File: src/rtl/msrh_rob_mc.sv
// msrh_rob_mc: group-based reorder buffer with multi-group retire and exception flush.
// Define MSRH_ROB_MC_PERF_CNT_EN to add saturating retire/full/flush performance counters.
module msrh_rob_mc #(
  parameter int ENTRY_SIZE = 16,
  parameter int GRP_W = 2,
  parameter int CMT_W = 2,
  parameter int DONE_PORTS = 4,
  parameter int VADDR_W = 39,
  localparam int ID_W = $clog2(ENTRY_SIZE) + 1
) (
  input  logic                                 i_clk,
  input  logic                                 i_reset_n,
  input  logic                                 i_disp_valid,
  input  logic [GRP_W-1:0]                     i_disp_grp_id,
  input  logic [VADDR_W-1:0]                   i_disp_pc,
  output logic                                 o_disp_ready,
  output logic [ID_W-1:0]                      o_new_cmt_id,
  input  logic [DONE_PORTS-1:0]                i_done_valid,
  input  logic [DONE_PORTS-1:0][ID_W-1:0]      i_done_cmt_id,
  input  logic [DONE_PORTS-1:0][GRP_W-1:0]     i_done_grp_id,
  input  logic [DONE_PORTS-1:0]                i_done_except,
  output logic [CMT_W-1:0]                     o_cmt_valid,
  output logic [CMT_W-1:0][ID_W-1:0]           o_cmt_id,
  output logic [CMT_W-1:0][GRP_W-1:0]          o_cmt_grp_id,
  output logic                                 o_flush_valid,
  output logic [VADDR_W-1:0]                   o_flush_pc
`ifdef MSRH_ROB_MC_PERF_CNT_EN
  ,
  output logic [31:0]                          o_perf_retired,
  output logic [31:0]                          o_perf_full_cycles,
  output logic [31:0]                          o_perf_flushes
`endif
);
  localparam int IDX_W = ID_W - 1;
  typedef enum logic {RUN, FLUSH} state_t;
  state_t r_state;
  logic [ID_W-1:0] r_in_ptr, r_out_ptr, w_count, w_cmt_cnt;
  logic [ENTRY_SIZE-1:0] r_valid;
  logic [VADDR_W-1:0] r_pc [ENTRY_SIZE];
  logic [GRP_W-1:0] r_grp [ENTRY_SIZE];
  logic [GRP_W-1:0] r_done [ENTRY_SIZE];
  logic [GRP_W-1:0] r_exc [ENTRY_SIZE];
  logic [GRP_W-1:0] w_done_set [ENTRY_SIZE];
  logic [GRP_W-1:0] w_exc_set [ENTRY_SIZE];
  logic [IDX_W-1:0] w_idx, w_in_idx;
  logic [GRP_W-1:0] w_lsb;
  logic [VADDR_W-1:0] w_off;
  logic w_full, w_disp, w_ok;
  assign w_count = r_in_ptr - r_out_ptr;
  assign w_full = w_count == ID_W'(ENTRY_SIZE);
  assign o_disp_ready = !w_full && r_state == RUN;
  assign o_new_cmt_id = r_in_ptr;
  assign w_in_idx = r_in_ptr[IDX_W-1:0];
  assign w_disp = i_disp_valid && o_disp_ready && !o_flush_valid;
  always_comb begin
    for (int i = 0; i < ENTRY_SIZE; i++) begin
      w_done_set[i] = '0;
      w_exc_set[i] = '0;
      for (int p = 0; p < DONE_PORTS; p++) begin
        w_done_set[i] = w_done_set[i] | ((i_done_valid[p] && i_done_cmt_id[p][IDX_W-1:0] == IDX_W'(i)) ? i_done_grp_id[p] : '0);
        w_exc_set[i] = w_exc_set[i] | ((i_done_valid[p] && i_done_except[p] && i_done_cmt_id[p][IDX_W-1:0] == IDX_W'(i)) ? i_done_grp_id[p] : '0);
      end
    end
  end
  // Retire chain: each slot needs every older slot retiring and no older exception.
  always_comb begin
    o_cmt_valid = '0;
    o_cmt_id = '0;
    o_cmt_grp_id = '0;
    o_flush_valid = 1'b0;
    o_flush_pc = '0;
    w_cmt_cnt = '0;
    w_idx = '0;
    w_lsb = '0;
    w_off = '0;
    w_ok = r_state == RUN;
    for (int k = 0; k < CMT_W; k++) begin
      o_cmt_id[k] = r_out_ptr + ID_W'(k);
      w_idx = o_cmt_id[k][IDX_W-1:0];
      w_lsb = r_exc[w_idx] & (~r_exc[w_idx] + 1'b1);
      w_off = '0;
      for (int b = 0; b < GRP_W; b++) w_off = w_lsb[b] ? VADDR_W'(4 * b) : w_off;
      w_ok = w_ok && ID_W'(k) < w_count && r_valid[w_idx] && r_done[w_idx] == r_grp[w_idx];
      o_cmt_valid[k] = w_ok;
      o_cmt_grp_id[k] = w_ok ? r_grp[w_idx] & (w_lsb | (w_lsb - 1'b1)) : '0;
      w_cmt_cnt = w_cmt_cnt + ID_W'(w_ok);
      o_flush_pc = (w_ok && |w_lsb) ? r_pc[w_idx] + w_off : o_flush_pc;
      o_flush_valid = o_flush_valid || (w_ok && |w_lsb);
      w_ok = w_ok && !(|w_lsb);
    end
  end
  always_ff @(posedge i_clk or negedge i_reset_n) begin
    if (!i_reset_n) begin
      r_state <= RUN;
      r_in_ptr <= '0;
      r_out_ptr <= '0;
      r_valid <= '0;
      for (int i = 0; i < ENTRY_SIZE; i++) begin
        r_pc[i] <= '0;
        r_grp[i] <= '0;
        r_done[i] <= '0;
        r_exc[i] <= '0;
      end
    end else if (r_state == FLUSH) begin
      r_state <= RUN;
      r_valid <= '0;
      r_in_ptr <= r_out_ptr;
    end else begin
      for (int i = 0; i < ENTRY_SIZE; i++) begin
        if (r_valid[i]) begin
          r_done[i] <= r_done[i] | w_done_set[i];
          r_exc[i] <= r_exc[i] | w_exc_set[i];
        end
      end
      for (int k = 0; k < CMT_W; k++) begin
        if (o_cmt_valid[k]) r_valid[o_cmt_id[k][IDX_W-1:0]] <= 1'b0;
      end
      r_out_ptr <= r_out_ptr + w_cmt_cnt;
      r_state <= o_flush_valid ? FLUSH : RUN;
      if (w_disp) begin
        r_valid[w_in_idx] <= 1'b1;
        r_pc[w_in_idx] <= i_disp_pc;
        r_grp[w_in_idx] <= i_disp_grp_id;
        r_done[w_in_idx] <= '0;
        r_exc[w_in_idx] <= '0;
        r_in_ptr <= r_in_ptr + 1'b1;
      end
    end
  end
`ifdef MSRH_ROB_MC_PERF_CNT_EN
  logic [31:0] w_ret_sum;
  assign w_ret_sum = o_perf_retired + 32'(w_cmt_cnt);
  always_ff @(posedge i_clk or negedge i_reset_n) begin
    if (!i_reset_n) begin
      o_perf_retired <= '0;
      o_perf_full_cycles <= '0;
      o_perf_flushes <= '0;
    end else begin
      o_perf_retired <= (w_ret_sum < o_perf_retired) ? '1 : w_ret_sum;
      o_perf_full_cycles <= o_perf_full_cycles + 32'(w_full && o_perf_full_cycles != '1);
      o_perf_flushes <= o_perf_flushes + 32'(o_flush_valid && o_perf_flushes != '1);
    end
  end
`endif
endmodule

File: config.mk
export PLATFORM = sky130hd
export DESIGN_NAME = msrh_rob_mc
export DESIGN_NICKNAME = d
export VERILOG_FILES = /design/src/rtl/msrh_rob_mc.sv
export SDC_FILE = /design/constraint.sdc
export NUM_CORES = 2
export LEC_CHECK = 0
export ABC_AREA = 1
export CAP_MARGIN = 5
export CORE_ASPECT_RATIO = 2
export CORE_MARGIN = 1
export CORE_UTILIZATION = 61
export DETAILED_ROUTE_END_ITERATION = 7
export GPL_TIMING_DRIVEN = 0
export PLACE_DENSITY_LB_ADDON = 0.08
export SYNTH_ARGS = -nofsm -noshare
export SYNTH_HDL_FRONTEND = slang
export SYNTH_SLANG_ARGS = --single-unit
File: constraint.sdc
create_clock -name i_clk -period 13.1 [get_ports i_clk]
set_input_delay 2.62 -clock i_clk [delete_from_list [all_inputs] [get_ports i_clk]]
set_output_delay 2.62 -clock i_clk [all_outputs]
set_load 0.01 [all_outputs]
==> key figures, run 1 <==
Outcome
  • Status: did not finish
  • Stage reached: 5_1_grt
  • Stop Error: [ERROR GRT-0116] Global routing finished with congestion. Check the congestion regions in the DRC Viewer.

Die
  • # IOs: between 100 and 150
  • Height of the chip: 408.6 µm
  • Standard-cell row count: 148
  • Initial core utilization: approximately three fifths
  • Die Width: 205.3 µm

Placement
  • Detailed Place HPWL: between 200000 and 250000 µm
  • PortBufs: 91
  • Placed instance area: approximately 53000 µm²
  • Placer Congestion: around 1.2

Yosys
  • Netlist Area Pre-Place: 50420 µm²
  • Ys async rst share: 100.0%
  • Post-synth top area share: 37.07%
  • Synth Net Count: ~8300
  • Post-synthesis cell type count: 45
  • Synth area leader: dfrtp_1
  • Primary FF master, synth: dfrtp_1
  • Syn_area_per_cell: slightly above 6 µm²
  • Register bit total from synthesis: 747
  • YS warnings: 0
  • Post-synthesis sequential area ratio: between 30% and 40%
  • Post-Synthesis Cells: 8241
  • Post-synth EDFFs: 0
  • Leading post-synthesis cells by cell area: dfrtp_1 37%, nand2_1 32%, inv_1 5.8%, nand3_1 4.5%, o21ai_0 3.6%

Clocking
  • Post-CTS setup buffer count: 0
  • H-tree depth: 3
  • Clock tree root buffer cell: clkbuf_16
  • Hold_buf cts: 0
  • CTS Sinks: 747
  • Cts bufs inserted: 69
  • Maximum buffer depth of the clock tree: 3

GRT
  • First-pass GRT wire length: 489500 µm
  • Vias in the first global route: about 66000
  • Largest net degree at the start of global routing: 126
  • Congestion Overflow GR: 364
  • Tot GR Track Use: approximately four fifths
metal layers:
| metal | overflow | track usage, % |
|---|---|---|
| met1 | 4 | 79.97 |
| met2 | 198 | 93.93 |
| met3 | 7 | 64.00 |
| met4 | 154 | 79.51 |
| met5 | 1 | 33.04 |
through the flow:
step                util, %  setup slack (ns)  cells  hold WS, ns
floorplan                 -             4.943   8241       0.4490
global placement      64.47            -23.95   9382       0.4622
detailed placement    64.74           0.07598   9391       0.4654
CTS                   67.82            0.1626   9515       0.4833
Yosys cell counts, drive strengths merged, types with 7 or more instances:
library cell / n
nand2: 4246
inv: 788
dfrtp: 747
nor2: 465
nand3: 458
o21ai: 402
buf: 373
o211ai: 177
clkbuf: 172
a21oi: 129
nor3: 48
nand4: 46
xor2: 31
o22ai: 28
a211oi: 22
a221oi: 17
ha: 17
o31ai: 13
a31oi: 9
a22o: 7
o221ai: 7
xnor2: 7
kinds of logic after synthesis:
kind of cell | Yosys count | share of synthesized area (%)
AND/OR/NAND/NOR | 5274 | 41.15
XOR/XNOR | 38 | 0.6601
adder cells (fa/ha/maj) | 19 | 0.5013
buffers and inverters | 1336 | 10.92
AO/OA/AOI/OAI | 827 | 9.698
flip-flops | 747 | 37.07
timing repair:
item | 4_1_cts
pin swaps | 0
resized for setup | 1
setup endpoints to repair | 31
==> inputs of run 2 (changes only) <==
--- a/config.mk
+++ b/config.mk
@@ -7,12 +7,11 @@
 export LEC_CHECK = 0
 export ABC_AREA = 1
 export CAP_MARGIN = 5
-export CORE_ASPECT_RATIO = 2
 export CORE_MARGIN = 1
-export CORE_UTILIZATION = 61
+export CORE_UTILIZATION = 40
 export DETAILED_ROUTE_END_ITERATION = 7
 export GPL_TIMING_DRIVEN = 0
-export PLACE_DENSITY_LB_ADDON = 0.08
+export PLACE_DENSITY_LB_ADDON = 0.15
 export SYNTH_ARGS = -nofsm -noshare
 export SYNTH_HDL_FRONTEND = slang
 export SYNTH_SLANG_ARGS = --single-unit
==> key figures, run 2 <==
Die
  • Area of the die: 127500 µm²
  • Initial core utilization: 40.52% (-21 points)
  • Height of the chip: 357.0 µm (-13%)
  • Standard-cell row count: 129 (-13%)
  • Die Width: 357.0 µm (+74%)
  • # IOs: 142 (unchanged)
  • Core area: 124400 µm²

Yosys
  • Primary FF master, synth: dfrtp_1
  • Count leader, synth: nand2_1
  • Leading post-synthesis cells by cell area: dfrtp_1 37%, nand2_1 32%, inv_1 5.8%, nand3_1 4.5%, o21ai_0 3.6%
  • Post-synth EDFFs: 0 (unchanged)
  • Post-synthesis cell type count: 45 (unchanged)
  • Register bit total from synthesis: 747 (unchanged)
  • Syn_area_per_cell: 6.118 µm² (unchanged)
  • Synth area leader: dfrtp_1
  • Most frequent cells after synthesis: 4244 x nand2_1, 778 x inv_1, 747 x dfrtp_1
  • YS warnings: 0 (unchanged)
  • Ys async rst share: 100.0% (unchanged)
  • Post-synth top area share: 37.07% (unchanged)
  • Netlist Area Pre-Place: 50420 µm² (unchanged)
  • Synth Net Count: 8340 (unchanged)
  • Post-synthesis sequential area ratio: 37.07% (unchanged)
  • Post-Synthesis Cells: 8241 (unchanged)

Worst setup path
  • CP Launch Point: r_out_ptr[0]$_DFFE_PN0N_
  • Worst reg2reg path startpoint: r_out_ptr[0]$_DFFE_PN0N_
  • RR Endpoint: r_pc[452]$_DFFE_PN0P_
  • WP data arrival: between 10 and 15 ns
  • CP Launch Type: flip-flop
  • CP peak stage delay: between 0.6 and 0.7 ns
  • R2R Setup Slk: ~4.5 ns
  • Most used cell, CP: buf_2
  • Reg2reg path depth: 27
  • CP Max Fanout: 19
  • CP endpoint: o_flush_pc[16]
  • Setup crit end kind: primary output
  • CP max-delay cell: clkdlybuf4s50_1
  • Worst EP required: 10.48 ns
  • Crit path kind: flip-flop to primary output

GRT
  • Congestion Overflow GR: 0
  • Largest net degree at the start of global routing: 109
  • First-pass GRT wire length: around 420000 µm
  • Routing usage on met3: approximately 17%
  • Vias in the first global route: about 55000
  • Gr busiest metal: met2
  • Met2 Use GR: between 60% and 70%
  • Tot GR Track Use: between 40 and 50%
  • Met1 Use GR: 60.57%
  • Initial antenna violation count: 20

STA
  • Max frequency: 76.01 MHz
  • Worst clock skew: ~0.07 ns
  • Max-slew headroom: -4.561%
  • Fin crit period: 13.16 ns
  • Setup TNS after final layout: -0.08709 ns
  • Hold Vio Cnt, Final: 0
  • Fin crit share: 100.4%
  • Worst-Margin Slew: between 1.5 and 2 ns
  • # setup viols final: 3
  • RSZ-0062 raised after global routing: false
  • Max Slew Vio Count: 23
  • Post-layout worst setup margin: -0.05597 ns
  • Hold WS: between 0.4 and 0.5 ns

Layout
  • Layout Nets: approximately 8500
  • Max FFs per register: between 600 and 700
  • Fillcell total: 13420
  • Area Overhead vs Synth: 13.20%
  • Largest Register: r_pc
  • Commonest cells after routing, fill and taps aside: 4244 x nand2_1, 778 x inv_1, 747 x dfrtp_1, 456 x nand3_1, 440 x nor2_1
  • Most common cell after layout, fill and taps aside: nand2_1
  • Share of cells above drive strength 1: 6.257%

Placement
  • PortBufs: 91 (unchanged)
  • Placer Congestion: 1.063 (-12%)
  • Detailed Place HPWL: 220400 µm (+7.8%)
  • Pre-CTS WS: -1.108 ns (-1.184 ns)

Power and ir drop
  • PwrDens: 323.8 nW/µm²
  • Worst VDD drop: roughly 0.26 mV
  • Lkg Pwr: 30.94 nW
  • Pwr Total: between 15 and 20 mW

Route
  • DR iter-0 viols: around 9700
  • Antenna Violating Nets Remaining: 0
  • Drt via density: just under 6
  • Vias: between 60000 and 70000
  • WL final: just over 300000 µm
  • Residual DRC: 0
  • Routed wire per std cell: between 30 and 40 µm
  • Pre-antenna DRT Iters: 7

Hold path
  • Hold WC Path Type: flip-flop to flip-flop

Clocking
  • Post-cts sizing count: 11 (+10)
  • Maximum buffer depth of the clock tree: 3 (unchanged)
  • CTS Sinks: 747 (unchanged)
  • H-tree depth: 3 (unchanged)
  • CTS clk-pin slew, worst paths: about 0.060 ns
  • Post-CTS setup buffer count: 0 (unchanged)
  • Hold_buf cts: 0 (unchanged)
  • CTS tree: built
  • Clock latency at the later pin of the worst-skew pair: approximately 0.78 ns
  • Cts bufs inserted: 93 (+35%)
  • Clock tree root buffer cell: clkbuf_16

Job
  • Maxcap violations: 3

Outcome
  • Failing checks: capacitance limit, slew limit, setup timing
  • Status: complete, but fails checks
## run 2: worst min path at each step
stage / end / from / cells after the start
finish: r_pc[172]$_DFFE_PN0P_ / r_pc[172]$_DFFE_PN0P_ / 2
global placement: r_pc[568]$_DFFE_PN0P_ / r_pc[568]$_DFFE_PN0P_ / 2
CTS: r_pc[135]$_DFFE_PN0P_ / r_pc[135]$_DFFE_PN0P_ / 2
detailed placement: r_pc[135]$_DFFE_PN0P_ / r_pc[135]$_DFFE_PN0P_ / 2
floorplan: r_grp[13]$_DFFE_PN0P_ / r_grp[13]$_DFFE_PN0P_ / 2
global route: r_pc[417]$_DFFE_PN0P_ / r_pc[417]$_DFFE_PN0P_ / 2
## run 2: cell type report
class / count / area (µm²) / area share [%]
Clock inverter: 40 / 518.0 / 0.9076
Inverter: 791 / 2969 / 5.202
Timing Repair Buffer: 108 / 1282 / 2.247
Sequential cell: 747 / 18690 / 32.75
Buffer: 543 / 2554 / 4.474
Antenna cell: 18 / 45.04 / 0.07892
Tap cell: 1637 / 2048 / 3.589
Multi-Input combinational cell: 6158 / 26250 / 46.00
Clock buffer: 131 / 2713 / 4.753
## run 2: power by group
part           switching, mW  internal, mW  leakage, nW  total, mW
clock                   1.19          1.62         1.57       2.81
sequential             0.679          3.22         9.73       3.90
combinational           8.87          2.90         19.6       11.8
## run 2: critical path, delay by kind of cell (launching register included)
family,cells,cell delay [ns]
AND/OR/NAND/NOR,3,0.81
flip-flops,1,0.46
adder cells (fa/ha/maj),3,0.89
buffers and inverters,18,5.94
XOR/XNOR,1,0.17
AO/OA/AOI/OAI,4,1.41
## run 2: cell families (layout without fill, tap and decap cells)
logic type | count (synthesis) | count (layout) | synth area share [%]
fa+ha+maj | 19 | 19 | 0.5013
xor+xnor | 38 | 38 | 0.6601
other cells | 0 | 18 | 0
buf+inv | 1336 | 1613 | 10.92
flops | 747 | 747 | 37.07
simple gates | 5274 | 5274 | 41.15
compound gates | 827 | 827 | 9.698
## run 2: metal layers
metal | routed length, µm | vias up | part of all wire (%)
li1 | - | 25830 | -
met1 | 116800 | 28570 | 38
met2 | 122000 | 4638 | 40
met3 | 43400 | 1196 | 14
met4 | 23490 | 21 | 7.7
met5 | 412 | - | 0.13
## run 2: metrics by stage
stage / area [µm²] / utilization, % / std cells
2_1_floorplan: 50420 / - / 8241
3_3_place_gp: 53380 / 42.90 / 9969
3_5_place_dp: 53700 / 43.15 / 9982
4_1_cts: 56970 / 45.78 / 10150
5_1_grt: 57030 / 45.83 / 10160
6_report: 57070 / 45.86 / 10170
(Power assumes the default switching activity.)
